[src/rtl/fetch_sequencer.sv]
// fetch_sequencer: owns the PC and sequences single-port instruction fetches into a
// one-deep delivery slot, with branch/jump redirects that squash in-flight or held work.
module fetch_sequencer #(
    parameter logic [31:0] RESET_PC = 32'h0000_0000,
    parameter logic [31:0] PC_STEP  = 32'd4
) (
    input  logic        clk,
    input  logic        reset,
    input  logic        stall,
    input  logic        branch_taken,
    input  logic [31:0] branch_target,
    input  logic        jump,
    input  logic [31:0] jump_target,
    output logic        imem_req,
    output logic [31:0] imem_addr,
    input  logic        imem_ack,
    input  logic [31:0] imem_rdata,
    output logic        instr_valid,
    output logic [31:0] instr,
    output logic [31:0] instr_pc,
    output logic [31:0] pc
);
    typedef enum logic [1:0] {IDLE, FETCH, DELIVER} state_t;

    state_t      state, state_n;
    logic [31:0] pc_n, instr_n, instr_pc_n, redir_pc, redir_pc_n, target;
    logic        redir_pend, redir_pend_n, redirect;

    // Branch wins over jump because it belongs to the older instruction.
    assign redirect = branch_taken | jump;
    assign target   = branch_taken ? branch_target : jump_target;

    always_comb begin
        state_n      = state;
        pc_n         = pc;
        instr_n      = instr;
        instr_pc_n   = instr_pc;
        redir_pend_n = redir_pend;
        redir_pc_n   = redir_pc;
        case (state)
            IDLE: state_n = FETCH;
            FETCH: begin
                if (imem_ack && (redirect || redir_pend)) begin
                    pc_n         = redirect ? target : redir_pc;
                    redir_pend_n = 1'b0;
                end else if (imem_ack) begin
                    instr_n    = imem_rdata;
                    instr_pc_n = pc;
                    pc_n       = pc + PC_STEP;
                    state_n    = DELIVER;
                end else if (redirect) begin
                    redir_pend_n = 1'b1;
                    redir_pc_n   = target;
                end
            end
            DELIVER: begin
                if (redirect) begin
                    pc_n    = target;
                    state_n = FETCH;
                end else if (!stall) begin
                    state_n = FETCH;
                end
            end
            default: state_n = IDLE;
        endcase
    end

    // Outputs are registered from next-state values so they line up with the state they describe.
    always_ff @(posedge clk or posedge reset) begin
        if (reset) begin
            state       <= IDLE;
            pc          <= RESET_PC;
            imem_addr   <= RESET_PC;
            imem_req    <= 1'b0;
            instr_valid <= 1'b0;
            instr       <= '0;
            instr_pc    <= '0;
            redir_pend  <= 1'b0;
            redir_pc    <= '0;
        end else begin
            state       <= state_n;
            pc          <= pc_n;
            imem_addr   <= pc_n;
            imem_req    <= state_n == FETCH;
            instr_valid <= state_n == DELIVER;
            instr       <= instr_n;
            instr_pc    <= instr_pc_n;
            redir_pend  <= redir_pend_n;
            redir_pc    <= redir_pc_n;
        end
    end
endmodule

[config.mk]
export PLATFORM = sky130hd
export DESIGN_NAME = fetch_sequencer
export DESIGN_NICKNAME = d
export VERILOG_FILES = /design/src/rtl/fetch_sequencer.sv
export SDC_FILE = /design/constraint.sdc
export NUM_CORES = 1
export LEC_CHECK = 0
export ABC_AREA = 1
export BUFFER_PORTS_ARGS = -buffer_cell sky130_fd_sc_hd__buf_2
export CORE_MARGIN = 2
export CORE_UTILIZATION = 47
export DETAILED_ROUTE_END_ITERATION = 10
export HOLD_SLACK_MARGIN = 0.15
export PLACE_DENSITY = 0.88
export REMOVE_ABC_BUFFERS = 1
export SLEW_MARGIN = 20
export SYNTH_ARGS = -nofsm -noshare
export SYNTH_HDL_FRONTEND = slang
export SYNTH_SLANG_ARGS = --single-unit
[constraint.sdc]
create_clock -name clk -period 4.8 [get_ports clk]
set_clock_uncertainty 0.05 [all_clocks]
set_input_delay 0.96 -clock clk [delete_from_list [all_inputs] [get_ports clk]]
set_output_delay 0.96 -clock clk [all_outputs]
set_load 0.02 [all_outputs]
==> reports/qor.yml, run 1 <==
outcome: "completed"
rr_endpoint: "pc[9]"
r2r_cells: 10
grt_use_total_pct: 25.1
setup_viol_count_final: 0
synth_edf_count: 0
routed_wl_um: 20700
final_common_cell: "nand2_1"
cts_made_buffers: 17
async_flop_share_pct: 100
clock-root-buffer: "clkbuf_16"
r2r_start: "state[1]"
core_region_area_mm2: 0.0153
overflow: 0
slew-limit-headroom_pct: 34.9
grt_pass1_vias: 6713
gp_congestion: 0.952
clkSinkCount: 133
fin_tns_setup_ns: 0
p_seq_share_pct: 34.3
ioPinCount: 232
routed_via_density: 5.20
hold_path_end: "instr[12]"
most-common-layout-cells: "nand2_1, buf_2, dfrtp_1"
drtIter0Drc: 621
grt_pass1_wl_um: 32600
seq_area_frac_synth_pct: 45.3
maxCapViolations: 0
final_area_mm2: 0.00893
max_freq_mhz: 305
powerDensity_mw_per_mm2: 698
die_area_mm2: 0.0167
antenna_found_initial: 0
post-route-period-util_pct: 68.4
comb_power_share_pct: 43.9
drcViolationCount: 0
yosys_warnings: 0
synth_top_area_cell: "dfrtp_1"
port_buffers: 231
worstPathArrival_ns: 3.53
grt_start_max_net_pins: 108
area_growth_pct: 21.5
holdPathStages: 2
final_antenna_net_count: 0
routedWlPerCell_um: 14.5
dpl_cell_area_mm2: 0.00831
die_x_um: 129
htree_num_levels: 4
rsz0062_at_grt: "no"
synth-seq-cells: 133
cts_repair_resize_count: 0
syn-mean-instance-area_um2: 7.19
slew_violations: 0
fin_nets: 1307
cts_setup_buffers: 0
startpoint_type: "flop"
initial_core_util_pct: 48.2
dr.pass1.iters: 5
hold_path.class: "flop to flop"
utilization_pct: 58.5
netSwitchingFraction_pct: 45.0
period_needed_ns: 3.28
synth_flop_cell: "dfrtp_1"
leakage_nw: 4.80
die_height_um: 129
worst_pin_slew_ns: 0.976
drive_above_1_share_pct: 23.8
pwr-share-clk_pct: 21.8
dp_hpwl_um: 14600
clkTransAtPathRegs_ns: 0.06
cp-end-kind: "flop"
num_antenna_cells: 0
clock_path_buffers: 2
hold_viol: 0
hold_path.startpoint: "instr[12]"
cp_data_required_time_ns: 5.05
critical_path_class: "flop to flop"
cts_tree: "built"
num_rows: 45
synthCells: 1022
p_switching_mw: 2.80
ys_types: 31
p_int_mw: 3.43
synth_top_area_share_pct: 45.3
syn_area_mm2: 0.00735
ff2ff_setup_slack_ns: 1.52
crit_fanout: 54
hold_buffers: 0
insertion_delay_ns: 0.42
vias: 7398
yosys-top-cells-area: "dfrtp_1, nand2_1, nor2_1"
ir_drop_uv: 334
## how the worst max path moves through the flow
stage	startpoint	to	slack, ns	cells past startpoint
2_1_floorplan	reset	imem_req	0.24	1
6_report	state[1]	pc[9]	1.52	10
3_5_place_dp	imem_ack	pc[9]	1.32	8
5_1_grt	state[0]	pc[9]	1.26	9
3_3_place_gp	imem_ack	pc[2]	1.47	8
4_1_cts	state[0]	pc[9]	1.59	9
## registers in the layout (all words and copies together) (netlist names)
name	flops
redir_pend	1
imem_req	1
redir_pc	32
state	2
pc	32
instr_valid	1
instr	32
instr_pc	32
## per-layer routing
metal | track usage (%) | vias up | wire, um
li1 | - | 3574 | -
met1 | 33.3 | 3476 | 8820
met2 | 40.9 | 308 | 10000
met3 | 5.08 | 40 | 1350
met4 | 9.46 | 0 | 508
met5 | 0 | - | 0
## Yosys cell counts, types with 2 or more instances
cell	n
nand4_1	3
dfrtp_1	133
nand2_2	3
inv_1	68
ha_1	5
inv_2	5
buf_4	43
or2_2	2
o211ai_1	5
clkbuf_1	13
a21oi_1	33
nor3_1	9
nor2_2	6
buf_2	17
nor2_1	99
nor2_4	5
o21ai_1	41
xor2_1	3
nand3_1	56
buf_6	4
o21ai_0	72
nand3b_1	3
nand2_1	380
a22oi_1	4
o21a_1	4
## power by group through the flow
stage,Combinational (mW),Clock (mW),Sequential (mW)
2_1_floorplan,1.15,0,2.68
3_3_place_gp,2.64,0,2.11
3_5_place_dp,2.73,0,2.13
4_1_cts,2.74,1.38,2.12
5_1_grt,3.02,1.44,2.20
6_report,2.74,1.36,2.14
## logic make-up (layout without fill, tap and decap cells)
group | after synthesis | count (layout) | share of synthesized area, %
flops | 133 | 133 | 45.3
buf+inv | 152 | 343 | 10.7
compound gates | 162 | 162 | 11.6
fa+ha+maj | 5 | 5 | 0.851
xor+xnor | 3 | 3 | 0.358
simple gates | 567 | 567 | 31.2
## stage by stage
stage	hold slack [ns]	setup slack (ns)	instances	total power, mW
after CTS	0.420	1.59	1424	6.24
after global placement	0.400	1.47	1392	4.75
after detailed placement	0.405	1.32	1392	4.87
final	0.418	1.52	1424	6.23
after floorplan	0.398	0.236	944	3.83
after global routing	0.436	1.26	1424	6.65
## worst max-delay path, stage by stage, from the launching register on
cell and delay, ns:
dfrtp_1 0.39, inv_1 0.07, ha_1 0.20, inv_1 0.15, nor2_4 0.09, inv_2 0.59
nand3_1 0.90, nor2_1 0.40, nand3_1 0.12, nand3_1 0.09, a21oi_1 0.09
## area by class of cell
cell class / count / area, um2
Tap cell: 211 / 264
Clock inverter: 10 / 153
Inverter: 74 / 285
Fill cell: 1401 / 6330
Timing Repair Buffer: 237 / 1200
Multi-Input combinational cell: 737 / 3230
Sequential cell: 133 / 3330
Clock buffer: 22 / 464
(Power assumes the default switching activity.)
==> run 2: changes to the inputs <==
==> constraint.sdc (replaced) <==
create_clock -name clk -period 2.97 [get_ports clk]
set_clock_uncertainty 0.05 [all_clocks]
set_input_delay 0.594 -clock clk [delete_from_list [all_inputs] [get_ports clk]]
set_output_delay 0.594 -clock clk [all_outputs]
set_load 0.02 [all_outputs]
==> reports/qor.yml, run 2 (synthesized netlist as in run 1, its figures left out) <==
crit_fanout: 25  # -54%
num_antenna_cells: 0  # unchanged
dr.pass1.iters: 7  # +2
outcome: "completed"
grt_pass1_wl_um: 34200  # +5.0%
port_buffers: 231  # unchanged
routed_wl_um: 21200  # +2.5%
hold_viol: 0  # unchanged
rsz0062_at_grt: "no"
comb_power_share_pct: 43.9  # about the same
drcViolationCount: 0  # unchanged
dpl_cell_area_mm2: 0.00839  # +0.93%
most-common-layout-cells: "nand2_1, buf_2, dfrtp_1"
die_height_um: 129  # unchanged
grt_start_max_net_pins: 85  # -21%
cts_made_buffers: 17  # unchanged
routedWlPerCell_um: 14.8  # +2.0%
cts_tree: "built"
hold_path.class: "input pin to asynchronous set/reset pin"
dp_hpwl_um: 14900  # +2.2%
dp_slack_ns: 0.622  # -0.696 ns
grt_pass1_vias: 7011  # +4.4%
dpl.cell_count: 1399  # +0.50%
leakage_nw: 4.85  # +0.95%
initial_core_util_pct: 48.2  # unchanged
period_needed_ns: 2.39  # -0.888 ns
maxCapViolations: 0  # unchanged
antenna_found_initial: 0  # unchanged
insertion_delay_ns: 0.42  # about the same
final_area_mm2: 0.00903  # +1.1%
slew-limit-headroom_pct: 41.2  # +6.3 points
final_common_cell: "nand2_1"
pwr-share-clk_pct: 22.2  # +0.4 points
ioPinCount: 232  # unchanged
hold_buffers: 0  # unchanged
vias: 7448  # +0.68%
p_switching_mw: 4.57  # +63%
clock-root-buffer: "clkbuf_16"
p_int_mw: 5.62  # +64%
clock_path_buffers: 2  # unchanged
max_freq_mhz: 418  # +37%
cp_data_required_time_ns: 3.28  # -1.77 ns
core_region_area_mm2: 0.0153  # unchanged
startpoint_type: "flop"
drive_above_1_share_pct: 24.3  # +0.44 points
clkSinkCount: 133  # unchanged
netSwitchingFraction_pct: 44.8  # -0.15 points
gp_congestion: 0.907  # -4.8%
powerDensity_mw_per_mm2: 1130  # +62%
area_growth_pct: 22.9
critical_path_class: "flop to flop"
clkTransAtPathRegs_ns: 0.06  # about the same
die_area_mm2: 0.0167  # unchanged
routed_via_density: 5.20  # +0.18%
overflow: 0  # unchanged
drtIter0Drc: 855  # +38%
post-route-period-util_pct: 80.6  # +12 points
p_seq_share_pct: 33.8  # -0.5 points
num_rows: 45  # unchanged
slew_violations: 0  # unchanged
cp-end-kind: "flop"
ir_drop_uv: 538  # +61%
htree_num_levels: 4  # unchanged
setup_viol_count_final: 0  # unchanged
die_x_um: 129  # unchanged
fin_nets: 1314  # +0.54%
final_cells: 1431  # +0.49%
worstPathArrival_ns: 2.71  # -0.82 ns
cts_setup_buffers: 0  # unchanged
r2r_cells: 10  # unchanged
worst_pin_slew_ns: 0.882  # -0.0940 ns
cts_repair_resize_count: 0  # unchanged
final.setup.worst_slack_ns: 0.577  # -0.942 ns
grt_use_total_pct: 26.0  # +0.94 points
final_antenna_net_count: 0  # unchanged
## run 2: cell types whose count changed in the layout (fill, tap and decap cells not counted), sizes merged
cell	before	now
buf	237	244
clkbuf	22	24
clkinv	5	2
clkinvlp	1	2
## run 2: cell type report
class / instances / area (um2)
clock buffer: 24 / 492
fill: 1399 / 6230
clock inverter: 8 / 145
inverter: 74 / 285
timing repair buffer: 244 / 1280
tap: 211 / 264
sequential: 133 / 3330
multi-input combinational: 737 / 3230
## run 2: critical path: stages (launching register included)
cell	delay (ns)
dfrtp_1	0.40
inv_1	0.09
ha_1	0.38
inv_1	0.14
buf_4	0.31
nand2_1	0.18
inv_2	0.40
nand3_1	0.12
nand2_1	0.11
nand2_1	0.07
nand2_1	0.08
## run 2: path summary, 6_finish.rpt
| path | end | slack (ns) | startpoint |
|---|---|---|---|
| min | instr[23] | 0.22 | reset |
| max | pc[18] | 0.58 | state[0] |
| max reg2reg | pc[18] | 0.58 | state[0] |
| min reg2reg | instr[31] | 0.41 | instr[31] |
| max in group asynchronous | pc[10] | 1.91 | reset |
| min in group clk | instr[16] | 0.32 | imem_rdata[16] |
## run 2: metrics by stage
stage / utilization (%) / TNS [ns] / power [mW] / hold slack [ns]
detailed placement: 55.0 / 0 / 7.89 / 0.404
global placement: 55.0 / 0 / 7.73 / 0.399
global route: 59.2 / 0 / 10.9 / 0.260
CTS: 59.2 / 0 / 10.2 / 0.256
floorplan: - / -163.38 / 6.18 / 0.398
finish: 59.2 / 0 / 10.2 / 0.220
## run 2: routing by layer
metal	vias to the layer above	share of wire (%)	track usage (%)
met1	3455	41	35.2
met5	-	0	0
li1	3580	-	-
met2	357	47	41.0
met4	0	2.7	10.4
met3	56	8.6	5.74
## run 2: power groups by stage
stage / registers [mW] / clock network (mW) / logic, mW
6_report: 3.45 / 2.27 / 4.48
3_5_place_dp: 3.44 / 0 / 4.45
4_1_cts: 3.43 / 2.28 / 4.48
5_1_grt: 3.56 / 2.39 / 4.96
3_3_place_gp: 3.40 / 0 / 4.33
2_1_floorplan: 4.33 / 0 / 1.85
==> run 3: changes to the inputs <==
--- a/config.mk
+++ b/config.mk
@@ -5,10 +5,10 @@
 export SDC_FILE = /design/constraint.sdc
 export NUM_CORES = 1
 export LEC_CHECK = 0
-export ABC_AREA = 1
+export ABC_AREA = 0
 export BUFFER_PORTS_ARGS = -buffer_cell sky130_fd_sc_hd__buf_2
 export CORE_MARGIN = 2
-export CORE_UTILIZATION = 47
+export CORE_UTILIZATION = 46
 export DETAILED_ROUTE_END_ITERATION = 10
 export HOLD_SLACK_MARGIN = 0.15
 export PLACE_DENSITY = 0.88
==> constraint.sdc (replaced) <==
create_clock -name clk -period 2.1 [get_ports clk]
set_clock_uncertainty 0.05 [all_clocks]
set_input_delay 0.42 -clock clk [delete_from_list [all_inputs] [get_ports clk]]
set_output_delay 0.42 -clock clk [all_outputs]
set_load 0.02 [all_outputs]
==> reports/qor.yml, run 3 <==
outcome: "completed"
cp-end-kind: "flop"
most-common-layout-cells: "buf_2, dfrtp_1, o21ai_0, buf_4, mux2_2"
ys_types: 61  # +97%
grt_use_total_pct: 23.4  # -2.6 points
routedWlPerCell_um: 17.2  # +16%
die_height_um: 125  # -3.0%
dpl_cell_area_mm2: 0.00838  # -0.15%
vias: 6066  # -19%
die_x_um: 125  # -3.0%
seq_area_frac_synth_pct: 49.3  # +4.0 points
max_stage_delay_ns: 0.38  # -0.02 ns
crit_fanout: 11  # -56%
initial_core_util_pct: 46.8  # -1.4 points
clkTransAtPathRegs_ns: 0.06  # about the same
clock_path_buffers: 2  # unchanged
drtIter0Drc: 450  # -47%
cpMaxStageDelayCell: "dfrtp_1"
cp_cell_sequence: "inv_1 > ha_1 > nor2b_1 > a211oi_4 > buf_4 > clkbuf_16 > a32o_1 > a211o_1"
synthTopCellsByCount: "dfrtp_1, o21ai_0, mux2_2"
final_common_cell: "buf_2"
gp_congestion: 0.874  # -3.7%
rr_endpoint: "pc[21]"
cp.depth: 8  # -2
yosys-top-cells-area: "dfrtp_1, mux2_2, o21ai_0"
leakage_nw: 4.51  # -7.0%
grt_pass1_vias: 5724  # -18%
routed_via_density: 5.54  # +6.5%
synth_edf_count: 0  # unchanged
htree_num_levels: 4  # unchanged
r2r_start: "state[1]"
setup_viol_count_final: 0  # unchanged
yosys.cell_count.top_type: "dfrtp_1"
ioPinCount: 232  # unchanged
num_antenna_cells: 0  # unchanged
final.setup.worst_slack_ns: 0.00930  # -0.567 ns
power_mw: 14.5  # +42%
slew_violations: 0  # unchanged
synth_top_area_cell: "dfrtp_1"
cp_num_buf_inv: 3  # -1
fillCellCount: 1144  # -18%
slew-limit-headroom_pct: 70.2  # +29 points
crit_end: "pc[21]"
fin_nets: 1004  # -24%
drcViolationCount: 0  # unchanged
hold_path.class: "input pin to flop"
max_freq_mhz: 478  # +14%
async_flop_share_pct: 100  # unchanged
grt_start_max_net_pins: 48  # -44%
insertion_delay_ns: 0.41  # about the same
final_antenna_net_count: 0  # unchanged
ir_drop_uv: 750  # +39%
port_buffers: 231  # unchanged
drive_above_1_share_pct: 46.2  # +22 points
cts_tree: "built"
dpl.cell_count: 1052  # -25%
synth_flop_cell: "dfrtp_1"
clkSinkCount: 133  # unchanged
hold_viol: 0  # unchanged
core_region_area_mm2: 0.0144  # -5.5%
cts_made_buffers: 17  # unchanged
maxCapViolations: 0  # unchanged
cp_data_required_time_ns: 2.34  # -0.94 ns
post-route-period-util_pct: 99.6  # +19 points
dp_hpwl_um: 13300  # -11%
period_needed_ns: 2.09  # -0.303 ns
yosys_warnings: 0  # unchanged
syn_area_mm2: 0.00675  # -8.2%
worstPathArrival_ns: 2.33  # -0.38 ns
synth_top_area_share_pct: 49.3  # +4.0 points
r2r_cells: 8  # -2
num_rows: 44  # -2.2%
syn-mean-instance-area_um2: 10.5  # +47%
clock-root-buffer: "clkbuf_16"
dp_slack_ns: 0.0318  # -0.590 ns
startpoint_type: "flop"
synth-seq-cells: 133  # unchanged
routed_wl_um: 18800  # -12%
final_cells: 1094  # -24%
die_area_mm2: 0.0157  # -6.0%
antenna_found_initial: 0  # unchanged
ff2ff_setup_slack_ns: 0.009  # -0.57 ns
synthCells: 640  # -37%
path_delay_family: "compound AO/OA/AOI/OAI gates"
worst_pin_slew_ns: 0.445  # -0.437 ns
final_area_mm2: 0.00912  # +1.0%
powerDensity_mw_per_mm2: 1590  # +41%
setup.worst_path.start: "state[1]"
utilization_pct: 63.2  # +4.1 points
overflow: 0  # unchanged
critical_path_class: "flop to flop"
area_growth_pct: 35.2
dr.pass1.iters: 5  # -2
grt_pass1_wl_um: 29300  # -14%
==> run 3: cell types whose count changed in the layout (fill, tap and decap cells not counted), moves of 38 or more <==
cell and change:
mux2_2 +63, nand3_1 -46, nand2_1 -321, buf_4 +57, o21ai_1 -38, nor2_1 -69
inv_1 -58
==> run 3: metal layers <==
metal / vias up / part of all wire [%] / routed length [um] / track usage, %
met5: - / 0 / 0 / 0
met4: 0 / 2.9 / 543 / 8.95
met3: 44 / 7.3 / 1370 / 4.84
met2: 326 / 49 / 9130 / 39.4
met1: 2869 / 41 / 7720 / 29.9
li1: 2827 / - / - / -
==> run 3: cell type report <==
class / count / area (um2) / area share (%)
Tap cell: 184 / 230 / 2.52
Clock inverter: 7 / 93.8 / 1.03
Timing Repair Buffer: 312 / 1930 / 21.1
Inverter: 11 / 46.3 / 0.508
Multi-Input combinational cell: 422 / 2990 / 32.8
Sequential cell: 133 / 3330 / 36.5
Clock buffer: 25 / 505 / 5.54
==> run 3: cells by family after synthesis <==
kind of cell | share of synthesized area, %
buffers and inverters | 6.95
and+or+nand+nor | 11.7
AOI/OAI and AO/OA | 16.6
muxes | 14.5
DFF | 49.3
adders and majority gates | 0.927
==> run 3: worst min-delay path by stage <==
stage | from | to | slack, ns | cells after the start
4_1_cts | imem_rdata[8] | instr[8] | 0.17 | 2
3_3_place_gp | instr_pc[6] | instr_pc[6] | 0.41 | 2
5_1_grt | imem_rdata[18] | instr[18] | 0.17 | 2
2_1_floorplan | redir_pc[9] | redir_pc[9] | 0.39 | 2
3_5_place_dp | redir_pc[25] | redir_pc[25] | 0.42 | 2
6_report | imem_rdata[2] | instr[2] | 0.19 | 2
==> run 3: stage by stage <==
stage	setup TNS [ns]	hold slack [ns]
2_1_floorplan	-305.44	0.394
3_3_place_gp	0	0.410
3_5_place_dp	0	0.421
4_1_cts	0	0.170
5_1_grt	-0.130	0.171
6_report	0	0.188
==> run 3: power breakdown <==
| part | total [mW] | internal, mW | switching [mW] |
|---|---|---|---|
| Clock | 2.97 | 1.90 | 1.07 |
| Combinational | 6.99 | 2.89 | 4.10 |
| Sequential | 4.53 | 3.78 | 0.749 |
| Total | 14.5 | 8.57 | 5.92 |
==> run 3: timing repair <==
item / 4_1_cts / 5_1_grt
buffers inserted: 0 / 7
resized for setup: 0 / 6
endpoints found under the setup margin: 0 / 11
endpoints found under the hold margin: 45 / 0
hold buffers: 1 / 0
